`src/rtl/gfx_line_stream.sv`:
```
// Bresenham line rasteriser: one two-endpoint command in, one pixel per ready/valid beat out.
// Endpoints are normalised top-to-bottom so y only ever increments while x walks either way.
`ifndef VGA_MODE_H_VISIBLE
`define VGA_MODE_H_VISIBLE 640
`endif
`ifndef VGA_MODE_V_VISIBLE
`define VGA_MODE_V_VISIBLE 480
`endif

module gfx_line_stream #(
    parameter int FB_WIDTH  = `VGA_MODE_H_VISIBLE,
    parameter int FB_HEIGHT = `VGA_MODE_V_VISIBLE,
    parameter bit CLIP      = 1'b1,
    parameter bit SKIP_LAST = 1'b0,
    localparam int X_BITS   = $clog2(FB_WIDTH),
    localparam int Y_BITS   = $clog2(FB_HEIGHT)
) (
    input  logic              clk,
    input  logic              reset,
    input  logic              start_valid,
    output logic              start_ready,
    input  logic [X_BITS-1:0] x0,
    input  logic [Y_BITS-1:0] y0,
    input  logic [X_BITS-1:0] x1,
    input  logic [Y_BITS-1:0] y1,
    output logic              pix_valid,
    input  logic              pix_ready,
    output logic [X_BITS-1:0] pix_x,
    output logic [Y_BITS-1:0] pix_y,
    output logic              pix_last,
    output logic              busy,
    output logic              done
);
    localparam int CORD_BITS = (X_BITS > Y_BITS) ? X_BITS : Y_BITS;
    localparam int E = CORD_BITS + 2;
    localparam logic signed [E-1:0] ZERO = '0;

    typedef enum logic [1:0] {IDLE, INIT_0, INIT_1, DRAW} state_t;
    state_t state, state_nx;

    logic [X_BITS-1:0] xa, xb, cur_x, nxt_x, sxa, sxb;
    logic [Y_BITS-1:0] ya, yb, cur_y, nxt_y, sya, syb;
    logic ltr;
    logic signed [E-1:0] dx, dy, err, err_nx;
    logic signed [E-1:0] xa_e, xb_e, ya_e, yb_e;
    logic signed [E:0]   e2, dx_w, dy_w;
    logic mov_x, mov_y, at_end, nxt_end, vis_cur, vis_nxt, step, done_nx;

    function automatic logic visible(input logic [X_BITS-1:0] x, input logic [Y_BITS-1:0] y,
                                     input logic is_end);
        logic inside_fb;
        inside_fb = (int'(x) < FB_WIDTH) && (int'(y) < FB_HEIGHT);
        return (inside_fb || !CLIP) && !(SKIP_LAST && is_end);
    endfunction

    // Swap so the start point is the upper one; ties keep x0 as the start.
    always_comb begin
        if (y0 > y1) begin
            sxa = x1; sya = y1; sxb = x0; syb = y0;
        end else begin
            sxa = x0; sya = y0; sxb = x1; syb = y1;
        end
    end

    assign xa_e = E'(xa);
    assign xb_e = E'(xb);
    assign ya_e = E'(ya);
    assign yb_e = E'(yb);

    // One extra bit on e2 keeps 2*err exact for full-span lines.
    assign e2    = $signed({err, 1'b0});
    assign dx_w  = dx;
    assign dy_w  = dy;
    assign mov_x = (e2 >= dy_w);
    assign mov_y = (e2 <= dx_w);
    assign err_nx = err + (mov_x ? dy : ZERO) + (mov_y ? dx : ZERO);
    assign nxt_x = mov_x ? (ltr ? cur_x + 1'b1 : cur_x - 1'b1) : cur_x;
    assign nxt_y = mov_y ? cur_y + 1'b1 : cur_y;

    assign at_end  = (cur_x == xb) && (cur_y == yb);
    assign nxt_end = (nxt_x == xb) && (nxt_y == yb);
    assign vis_cur = visible(cur_x, cur_y, at_end);
    assign vis_nxt = visible(nxt_x, nxt_y, nxt_end);

    // Both coordinates are monotonic, so the visible points form one contiguous run:
    // the last beat is a visible point whose successor is invisible or absent.
    assign pix_valid   = (state == DRAW) && vis_cur;
    assign pix_last    = pix_valid && (at_end || !vis_nxt);
    assign pix_x       = cur_x;
    assign pix_y       = cur_y;
    assign start_ready = (state == IDLE);
    assign busy        = (state != IDLE);

    always_comb begin
        state_nx = state;
        step     = 1'b0;
        done_nx  = 1'b0;
        case (state)
            IDLE:   if (start_valid) state_nx = INIT_0;
            INIT_0: state_nx = INIT_1;
            INIT_1: state_nx = DRAW;
            DRAW: begin
                if (!vis_cur || pix_ready) begin
                    if (at_end) begin
                        state_nx = IDLE;
                        done_nx  = 1'b1;
                    end else begin
                        step = 1'b1;
                    end
                end
            end
            default: state_nx = IDLE;
        endcase
    end

    always_ff @(posedge clk or posedge reset) begin
        if (reset) begin
            state <= IDLE;
            done  <= 1'b0;
            xa    <= '0;
            ya    <= '0;
            xb    <= '0;
            yb    <= '0;
            ltr   <= 1'b0;
            dx    <= '0;
            dy    <= '0;
            err   <= '0;
            cur_x <= '0;
            cur_y <= '0;
        end else begin
            state <= state_nx;
            done  <= done_nx;
            if (state == IDLE && start_valid) begin
                xa  <= sxa;
                ya  <= sya;
                xb  <= sxb;
                yb  <= syb;
                ltr <= (sxa < sxb);
            end
            if (state == INIT_0) begin
                dx <= ltr ? (xb_e - xa_e) : (xa_e - xb_e);
                dy <= ya_e - yb_e;
            end
            if (state == INIT_1) begin
                err   <= dx + dy;
                cur_x <= xa;
                cur_y <= ya;
            end
            if (step) begin
                err   <= err_nx;
                cur_x <= nxt_x;
                cur_y <= nxt_y;
            end
        end
    end
endmodule
```
`config.mk`:
```
export PLATFORM = sky130hd
export DESIGN_NAME = gfx_line_stream
export DESIGN_NICKNAME = d
export VERILOG_FILES = /design/src/rtl/gfx_line_stream.sv
export SDC_FILE = /design/constraint.sdc
export NUM_CORES = 1
export LEC_CHECK = 0
export BUFFER_PORTS_ARGS = -buffer_cell sky130_fd_sc_hd__buf_4
export CAP_MARGIN = 20
export CORE_ASPECT_RATIO = 0.8
export CORE_MARGIN = 10
export CORE_UTILIZATION = 54
export CTS_BUF_LIST = sky130_fd_sc_hd__clkbuf_8
export DETAILED_ROUTE_END_ITERATION = 8
export PLACE_DENSITY_LB_ADDON = 0.15
export SLEW_MARGIN = 20
export SYNTH_ARGS = -nofsm -noshare
export SYNTH_HDL_FRONTEND = slang
export SYNTH_SLANG_ARGS = --single-unit
export TNS_END_PERCENT = 30
```
`constraint.sdc`:
```
create_clock -name clk -period 12.75 [get_ports clk]
set_input_delay 2.55 -clock clk [delete_from_list [all_inputs] [get_ports clk]]
set_output_delay 2.55 -clock clk [all_outputs]
set_load 0.02 [all_outputs]
```
======== Word level (Yosys, flattened, before mapping) ========
Cells that the tools add are included.
storage, ports and cells
  flip-flop bits (word level) ............. 95
operators by class
  equality and inequality tests ........... 8
  magnitude comparators ................... 8
  add/sub/neg operators ................... 9
  reduce and logical (&&, ||, !) cells .... 14
  muxes and demuxes ....................... 26
operators with widths
  operator                                                              number
  10-bit 2-to-1 mux                                                     6
  12-bit 2-to-1 mux                                                     5
  9-bit 2-to-1 mux                                                      5
  12-bit adder                                                          2
  10-bit by 10-bit subtractor with 11-bit output                        2
  10-bit less-than comparator, second input constant                    2
  9-bit less-than comparator, second input constant                     2
  13-bit by 10-bit >= comparator with 1-bit output                      1
  13-bit by 12-bit <= comparator with 1-bit output                      1
  12-bit by 10-bit adder with 12-bit output                             1
  10-bit by 1-bit adder with 10-bit output, second input constant       1
  10-bit equality test                                                  1
  10-bit less-than comparator                                           1
  10-bit by 1-bit subtractor with 10-bit output, second input constant  1
  9-bit by 9-bit subtractor with 10-bit output                          1
  9-bit by 1-bit adder with 9-bit output, second input constant         1
  9-bit equality test                                                   1
  9-bit > comparator                                                    1
  2-bit one-hot mux with 4 select lines                                 1
  1-bit logical AND                                                     6
  1-bit 2-to-1 mux                                                      6
  2-bit 2-to-1 mux                                                      3
  2-bit equality test, second input constant                            2
  2-bit inequality test, second input constant                          2
  7 further kinds                                                       10

======== Longest topological paths before layout ========
Gate-level depths: netlist of run 1.
  word-level depth ........................ 8
  depth in mapped cells ................... 23
  mapped depth without buffers ............ 21

======== Worst setup path after synthesis of run 1 ========
Ideal clock, no wire load.
  path kind ............................... reg-to-output
  start ................................... register ltr
  end ..................................... output port pix_last
  data required time ...................... 10.200 ns
  data arrival time ....................... 2.743 ns
  setup slack ............................. 7.457 ns
  buffers on the path ..................... 1
  cell stages (with the launch flop) ...... 12
  cell sequence ........................... dfrtp_1 clkbuf_1 inv_1 ha_1 nand3_1 o2111ai_1 o311ai_1 nor3_1 and4b_4 xnor2_1 o311ai_1 a31oi_1
between the ends
  word-level cells in the longest chain between the ends .. 7
RTL lines
  item                             RTL line  RTL
  start, declared                  43        logic ltr;
  start signal, assigned           138       ltr <= (sxa < sxb);
  10-bit 2-to-1 mux (2 in series)  77        assign nxt_x = mov_x ? (ltr ? cur_x + 1'b1 : cur_x - 1'b1) : cur_x;
  10-bit less-than comparator      52        inside_fb = (int'(x) < FB_WIDTH) && (int'(y) < FB_HEIGHT);
  1-bit logical AND                52
  1-bit zero test                  88        assign pix_last = pix_valid && (at_end || !vis_nxt);
  1-bit logical OR                 88
  1-bit logical AND                88
  end, declared                    30        output logic pix_last,
No other way between the ends.

======== Worst setup path in the final report of run 1 ========
Ends and elaborated chain as after synthesis.

==> impl_results.md, run 1 <==
- Beginning of the worst hold path: ya[0]$_DFFE_PP0P_
- Worst setup EP type: output port
- Commonest non-fill, non-tap cell in the layout: nor2_1
- Gpl congestion: 0.896
- Hold Violations, Final: 0
- H-tree levels: 3
- Area leader, netlist: dfrtp_1
- EDFF count, synth: 0
- Yosys warnings: 0
- Clock slew at reported path FFs: 0.09 ns
- CORE AREA: 15600 um2
- Vias per cell: 5.58
- Final period util: 50.4%
- FMAX: 0.155 GHz
- Routed via count: 7113
- Max_cap viols: 0
- N_diodes: 0
- I/O pins: 66
- Vias in the first global route: 6684
- Arrival time worst endpoint: 3.88 ns
- Worst path required time: 10.20 ns
- RSZ-0062 raised after global routing: no
- FF-to-FF Start: dy[9]$_DFFE_PP0N_
- Starting Density: 54.7%
- Hold path cells: 2
- R2R depth: 17
- Final setup fails: 0
- Worst setup SP type: flop
- Flops & latches, synth: 94
- Port bufs: 65
- Crit path largest cell delay: 0.85 ns
- Die height: 133 um
- Post-CTS Setup Inserts: 0
- Main flop type after synthesis: dfrtp_1
- Worst hold path type: reg2reg
- Most frequent cells in the layout: nor2_1, a21oi_1, inv_1
- Avg Cell Area, Syn: 8.49 um2
- Cts hold-fix bufs: 0
- Crit path time final: 6.43 ns
- Most used cell, CP: o311ai_1
- Post_cts resized: 0
- Slew margin rel.: 36.2%
- Sequential-to-total area share from yosys stat: 27.5%
- Main area contributors after synthesis: dfrtp_1, ha_1, a21oi_1
- WL per Instance: 16.5 um
- Die area: 21300 um2
- Critical-path top delay cell: dfrtp_1
- Largest net degree at the start of global routing: 79
- Global Route Usage Sum: 19.5%
- Deepest clock path buffer count: 2
- CP top delay family: flip-flops
- Skew-Pair Late Insertion Delay: 0.38 ns
- Initial antenna violation count: 0
- Syn Inst Count: 1008
- CTS tree: built
- Drt initial violations: 502
- Area grow syn2layout: 10.1%
- Async set-reset flop share out of synthesis: 100%
- Synth top area share: 27.5%
- DR pass1 iterations: 5
- Worst r2r dst: err[10]$_DFFE_PP0P_
- Post-DRT Antenna Nets: 0
- Synth Net Count: 1163
- Fin. max-slew vios: 0
- Final nets: 1211
- CTS Sinks: 94
- FF-to-FF setup slack: 7.97 ns
- Worst-path maximum fanout: 19
- Buffers & Inverters on Critical Path: 2
- WL final: 21.0 mm
- CTS root buf: clkbuf_8
- Layout Skew: 0.0160 ns
- Fin Setup TNS: 0 ns
- Status: finished, final reports clean
- Gr ovfl total: 0
- Share of post-route cells with drive strength above 1: 10.9%
- Mapped Area: 8560 um2
- DRC viols: 0
- First-pass GRT wire length: 34.4 mm
- Die width: 161 um
- TritonCTS Buffers: 9
- Hold Path End: ya[0]$_DFFE_PP0P_
- Crit Path Category: reg2out
- Final HPWL DP: 16.6 mm
- Slew @ Worst Pin: 0.955 ns
- Yosys cell types: 75
- CP cell instances: inv_1, ha_1, nand3_1, o2111ai_1, o311ai_1, nor3_1, and4b_4, xnor2_1, o311ai_1, a31oi_1, buf_4
- Rows: 41
-- flip-flops by register name, indices dropped and copies added (netlist names) --
signal,flops
done,1
dx,11
dy,10
err,12
ltr,1
pix_x,10
pix_y,9
state,2
xa,10
xb,10
ya,9
yb,9
-- tightest hold or removal path, delay by kind of cell, from the launching register on --
kind	cells	cell delay, ns
AOI/OAI and AO/OA	1	0.10
DFF	1	0.35
and+or+nand+nor	1	0.05
-- cell type report --
type | count | area (um2)
well taps | 215 | 269
clock inverters | 6 | 68.8
clock buffers | 9 | 124
fillers | 1424 | 6220
inverters | 103 | 389
repair buffers | 72 | 541
multi-input cells | 776 | 5680
flip-flops and latches | 94 | 2350
-- Yosys cell counts, drive strengths merged, types with 7 or more instances --
cell	n
ha	96
nand3	16
nand2b	20
mux2	8
nand4	11
inv	102
clkbuf	22
nand2	53
dfrtp	94
nor2b	21
o31ai	7
xnor2	44
buf	13
a21oi	109
nor3	19
a31oi	11
o21a	7
o21ai	52
xor2	14
and2	10
mux2i	45
o22ai	7
nor2	118
fa	17
-- metal layers --
layer / vias up / global-route usage, % / wire length [um]
met4: 0 / 2.93 / 130
met3: 12 / 3.22 / 1080
met5: - / 0 / 0
li1: 3602 / - / -
met1: 3336 / 28.4 / 10600
met2: 163 / 30.1 / 9210
-- through the flow --
step | utilization, % | area [um2] | worst slack (ns) | std cells | hold WS, ns
4_1_cts | 60.2 | 9430 | 6.35 | 1275 | 0.546
6_report | 60.2 | 9430 | 6.32 | 1275 | 0.545
3_5_place_dp | 59.0 | 9230 | 6.77 | 1260 | 0.524
5_1_grt | 60.2 | 9430 | 5.97 | 1275 | 0.576
3_3_place_gp | 59.0 | 9230 | 6.86 | 1260 | 0.519
2_1_floorplan | - | 8560 | 7.46 | 1008 | 0.478
-- logic make-up after synthesis --
kind of cell             Yosys count  synth area share, %
adder cells (fa/ha/maj)          118                 18.6
AND/OR/NAND/NOR                  297                 17.2
multiplexers                      53                 6.31
XOR/XNOR                          58                 5.93
flip-flops                        94                 27.5
buffers and inverters            138                 6.33
AO/OA/AOI/OAI                    250                 18.1
-- worst max-delay path by stage --
| stage | slack [ns] | start | to | depth (start not counted) |
|---|---|---|---|---|
| after floorplan | 7.46 | ltr$_DFFE_PP0P_ | pix_last | 11 |
| after global placement | 6.86 | ltr$_DFFE_PP0P_ | pix_last | 11 |
| after detailed placement | 6.77 | ltr$_DFFE_PP0P_ | pix_last | 11 |
| after CTS | 6.35 | ltr$_DFFE_PP0P_ | pix_last | 11 |
| after global routing | 5.97 | ltr$_DFFE_PP0P_ | pix_last | 11 |
| final | 6.32 | ltr$_DFFE_PP0P_ | pix_last | 11 |
Power of run 1 is left out: the tool's default activity adds up to more than one toggle a clock period on the data nets, which glitch-free logic cannot reach.
==> run 2, diff against run 1 <==
Clock period 12.75 ns to 6.5 ns, I/O delays scaled along.
==> run 2 against run 1 <==
  * Wire length rose by 2.3%
  * Design area is 0.11% lower
  * Critical path depth stayed put
  * Setup slack got worse by 5.0 ns
  * Cell count up 0.16%
  * Clock skew down 0.0070 ns
  * Global-route usage up 0.75 points
==> impl_results.md, run 2 (synthesis gave the netlist of run 1 again) <==
- Die height: 133 um (unchanged)
- Worst setup EP type: output port (unchanged)
- Vias per cell: 5.70 (was 5.58)
- Pre-CTS setup slack: 1.78 ns (was 6.77 ns)
- Max_cap viols: 0 (unchanged)
- Largest register FFs: 12 (unchanged)
- Slew margin rel.: 30.4% (was 36.2%)
- Number of fill cells: 1463 (was 1424)
- Die width: 161 um (unchanged)
- N_diodes: 0 (unchanged)
- Cts hold-fix bufs: 0 (unchanged)
- CTS root buf: clkbuf_8 (unchanged)
- CTS tree: built (unchanged)
- Hold Violations, Final: 0 (unchanged)
- H-tree levels: 3 (unchanged)
- Clock slew at reported path FFs: 0.10 ns (was 0.09 ns)
- Die area: 21300 um2 (unchanged)
- Skew-Pair Late Insertion Delay: 0.38 ns (about the same)
- Drt initial violations: 480 (was 502)
- Crit path time final: 5.20 ns
- Slew @ Worst Pin: 1.04 ns (was 0.955 ns)
- Worst path required time: 5.20 ns (was 10.20 ns)
- Port bufs: 65 (unchanged)
- First-pass GRT wire length: 35.8 mm (was 34.4 mm)
- Most frequent cells in the layout: nor2_1, a21oi_1, inv_1 (unchanged)
- Worst-path maximum fanout: 19 (unchanged)
- Crit Path Category: reg2out (unchanged)
- Critical-path top delay cell: dfrtp_1 (unchanged)
- Share of post-route cells with drive strength above 1: 11.0% (was 10.9%)
- CTS Sinks: 94 (unchanged)
- Deepest clock path buffer count: 2 (unchanged)
- Worst hold path type: reg2reg (unchanged)
- Gr ovfl total: 0 (unchanged)
- Design area: 9420 um2 (was 9430 um2)
- Vias in the first global route: 6985 (was 6684)
- Gpl congestion: 0.920 (was 0.896)
- Post-CTS Setup Inserts: 0 (unchanged)
- CP cell instances: inv_1, ha_1, nand3_1, o2111ai_1, o311ai_1, nor3_1, and4b_4, xnor2_1, o311ai_1, a31oi_1, buf_4 (unchanged)
- FMAX: 0.192 GHz
- Status: finished, final reports clean (unchanged)
- RSZ-0062 raised after global routing: no (unchanged)
- Arrival time worst endpoint: 3.90 ns (was 3.88 ns)
- DRC viols: 0 (unchanged)
- Crit path largest cell delay: 0.86 ns (was 0.85 ns)
- Most used cell, CP: o311ai_1 (unchanged)
- Fin. max-slew vios: 0 (unchanged)
- Final nets: 1212 (was 1211)
- Area grow syn2layout: 9.98% (was 10.1%)
- CORE AREA: 15600 um2 (unchanged)
- Top reg by flops: err (unchanged)
- Commonest non-fill, non-tap cell in the layout: nor2_1 (unchanged)
- Final HPWL DP: 17.1 mm (was 16.6 mm)
- Post-DRT Antenna Nets: 0 (unchanged)
- Starting Density: 54.7% (unchanged)
- Post_cts resized: 0 (unchanged)
- Global Route Usage Sum: 20.3% (was 19.5%)
- Initial antenna violation count: 0 (unchanged)
- Worst setup SP type: flop (unchanged)
- Layout Skew: 0.00898 ns (was 0.0160 ns)
- Slack of the critical path: 1.30 ns (was 6.32 ns)
- Largest net degree at the start of global routing: 79 (unchanged)
- Routed via count: 7280 (was 7113)
- I/O pins: 66 (unchanged)
- WL per Instance: 16.8 um (was 16.5 um)
- Final period util: 80.1%
- Rows: 41 (unchanged)
- Largest registers: err: 12 flops, dx: 11 flops (unchanged)
- Final setup fails: 0 (unchanged)
- WL final: 21.5 mm (was 21.0 mm)
- TritonCTS Buffers: 9 (unchanged)
- Fin Setup TNS: 0 ns (unchanged)
- Cell area after placement: 9240 um2 (was 9230 um2)
- DR pass1 iterations: 5 (unchanged)
[run 2: final cells by class]
cell class / count / area [um2] / share of cell area, %
Clock buffer: 9 / 124 / 1.32
Timing Repair Buffer: 73 / 548 / 5.82
Clock inverter: 7 / 51.3 / 0.545
Tap cell: 215 / 269 / 2.86
Sequential cell: 94 / 2350 / 25.0
Inverter: 103 / 389 / 4.13
Multi-Input combinational cell: 776 / 5680 / 60.4
[run 2: path summary, 6_finish.rpt]
path	start	to	slack (ns)	depth (start not counted)
setup / recovery	ltr$_DFFE_PP0P_	pix_last	1.30	11
hold / removal	dx[9]$_DFFE_PP0N_	dx[9]$_DFFE_PP0N_	0.56	2
setup reg to reg	dx[10]$_DFFE_PP0N_	err[10]$_DFFE_PP0P_	1.85	19
hold reg to reg	dx[9]$_DFFE_PP0N_	dx[9]$_DFFE_PP0N_	0.56	2
max in group asynchronous	reset	pix_x[7]$_DFFE_PP0P_	4.44	3
min in group asynchronous	reset	dx[0]$_DFFE_PP0N_	0.98	2
[run 2: metal layers]
layer,wire [um],global-route usage (%),up-vias
met1,10600,28.8,3479
met2,9460,31.2,173
li1,-,-,3610
met5,0,0,-
met4,198,4.04,0
met3,1240,4.03,18
[run 2: through the flow]
step / instances / hold slack, ns / utilization (%)
floorplan: 1008 / 0.478 / -
global placement: 1261 / 0.518 / 59.1
detailed placement: 1261 / 0.532 / 59.1
CTS: 1277 / 0.557 / 60.2
global route: 1277 / 0.576 / 60.2
finish: 1277 / 0.560 / 60.2
[run 2: critical path, delay by kind of cell, from the launching register on]
family	cells	cell delay [ns]
compound gates	4	0.87
flops	1	0.86
simple gates	3	0.55
fa+ha+maj	1	0.51
xor+xnor	1	0.13
buf+inv	2	0.62
Power of run 2 is left out for the same reason.
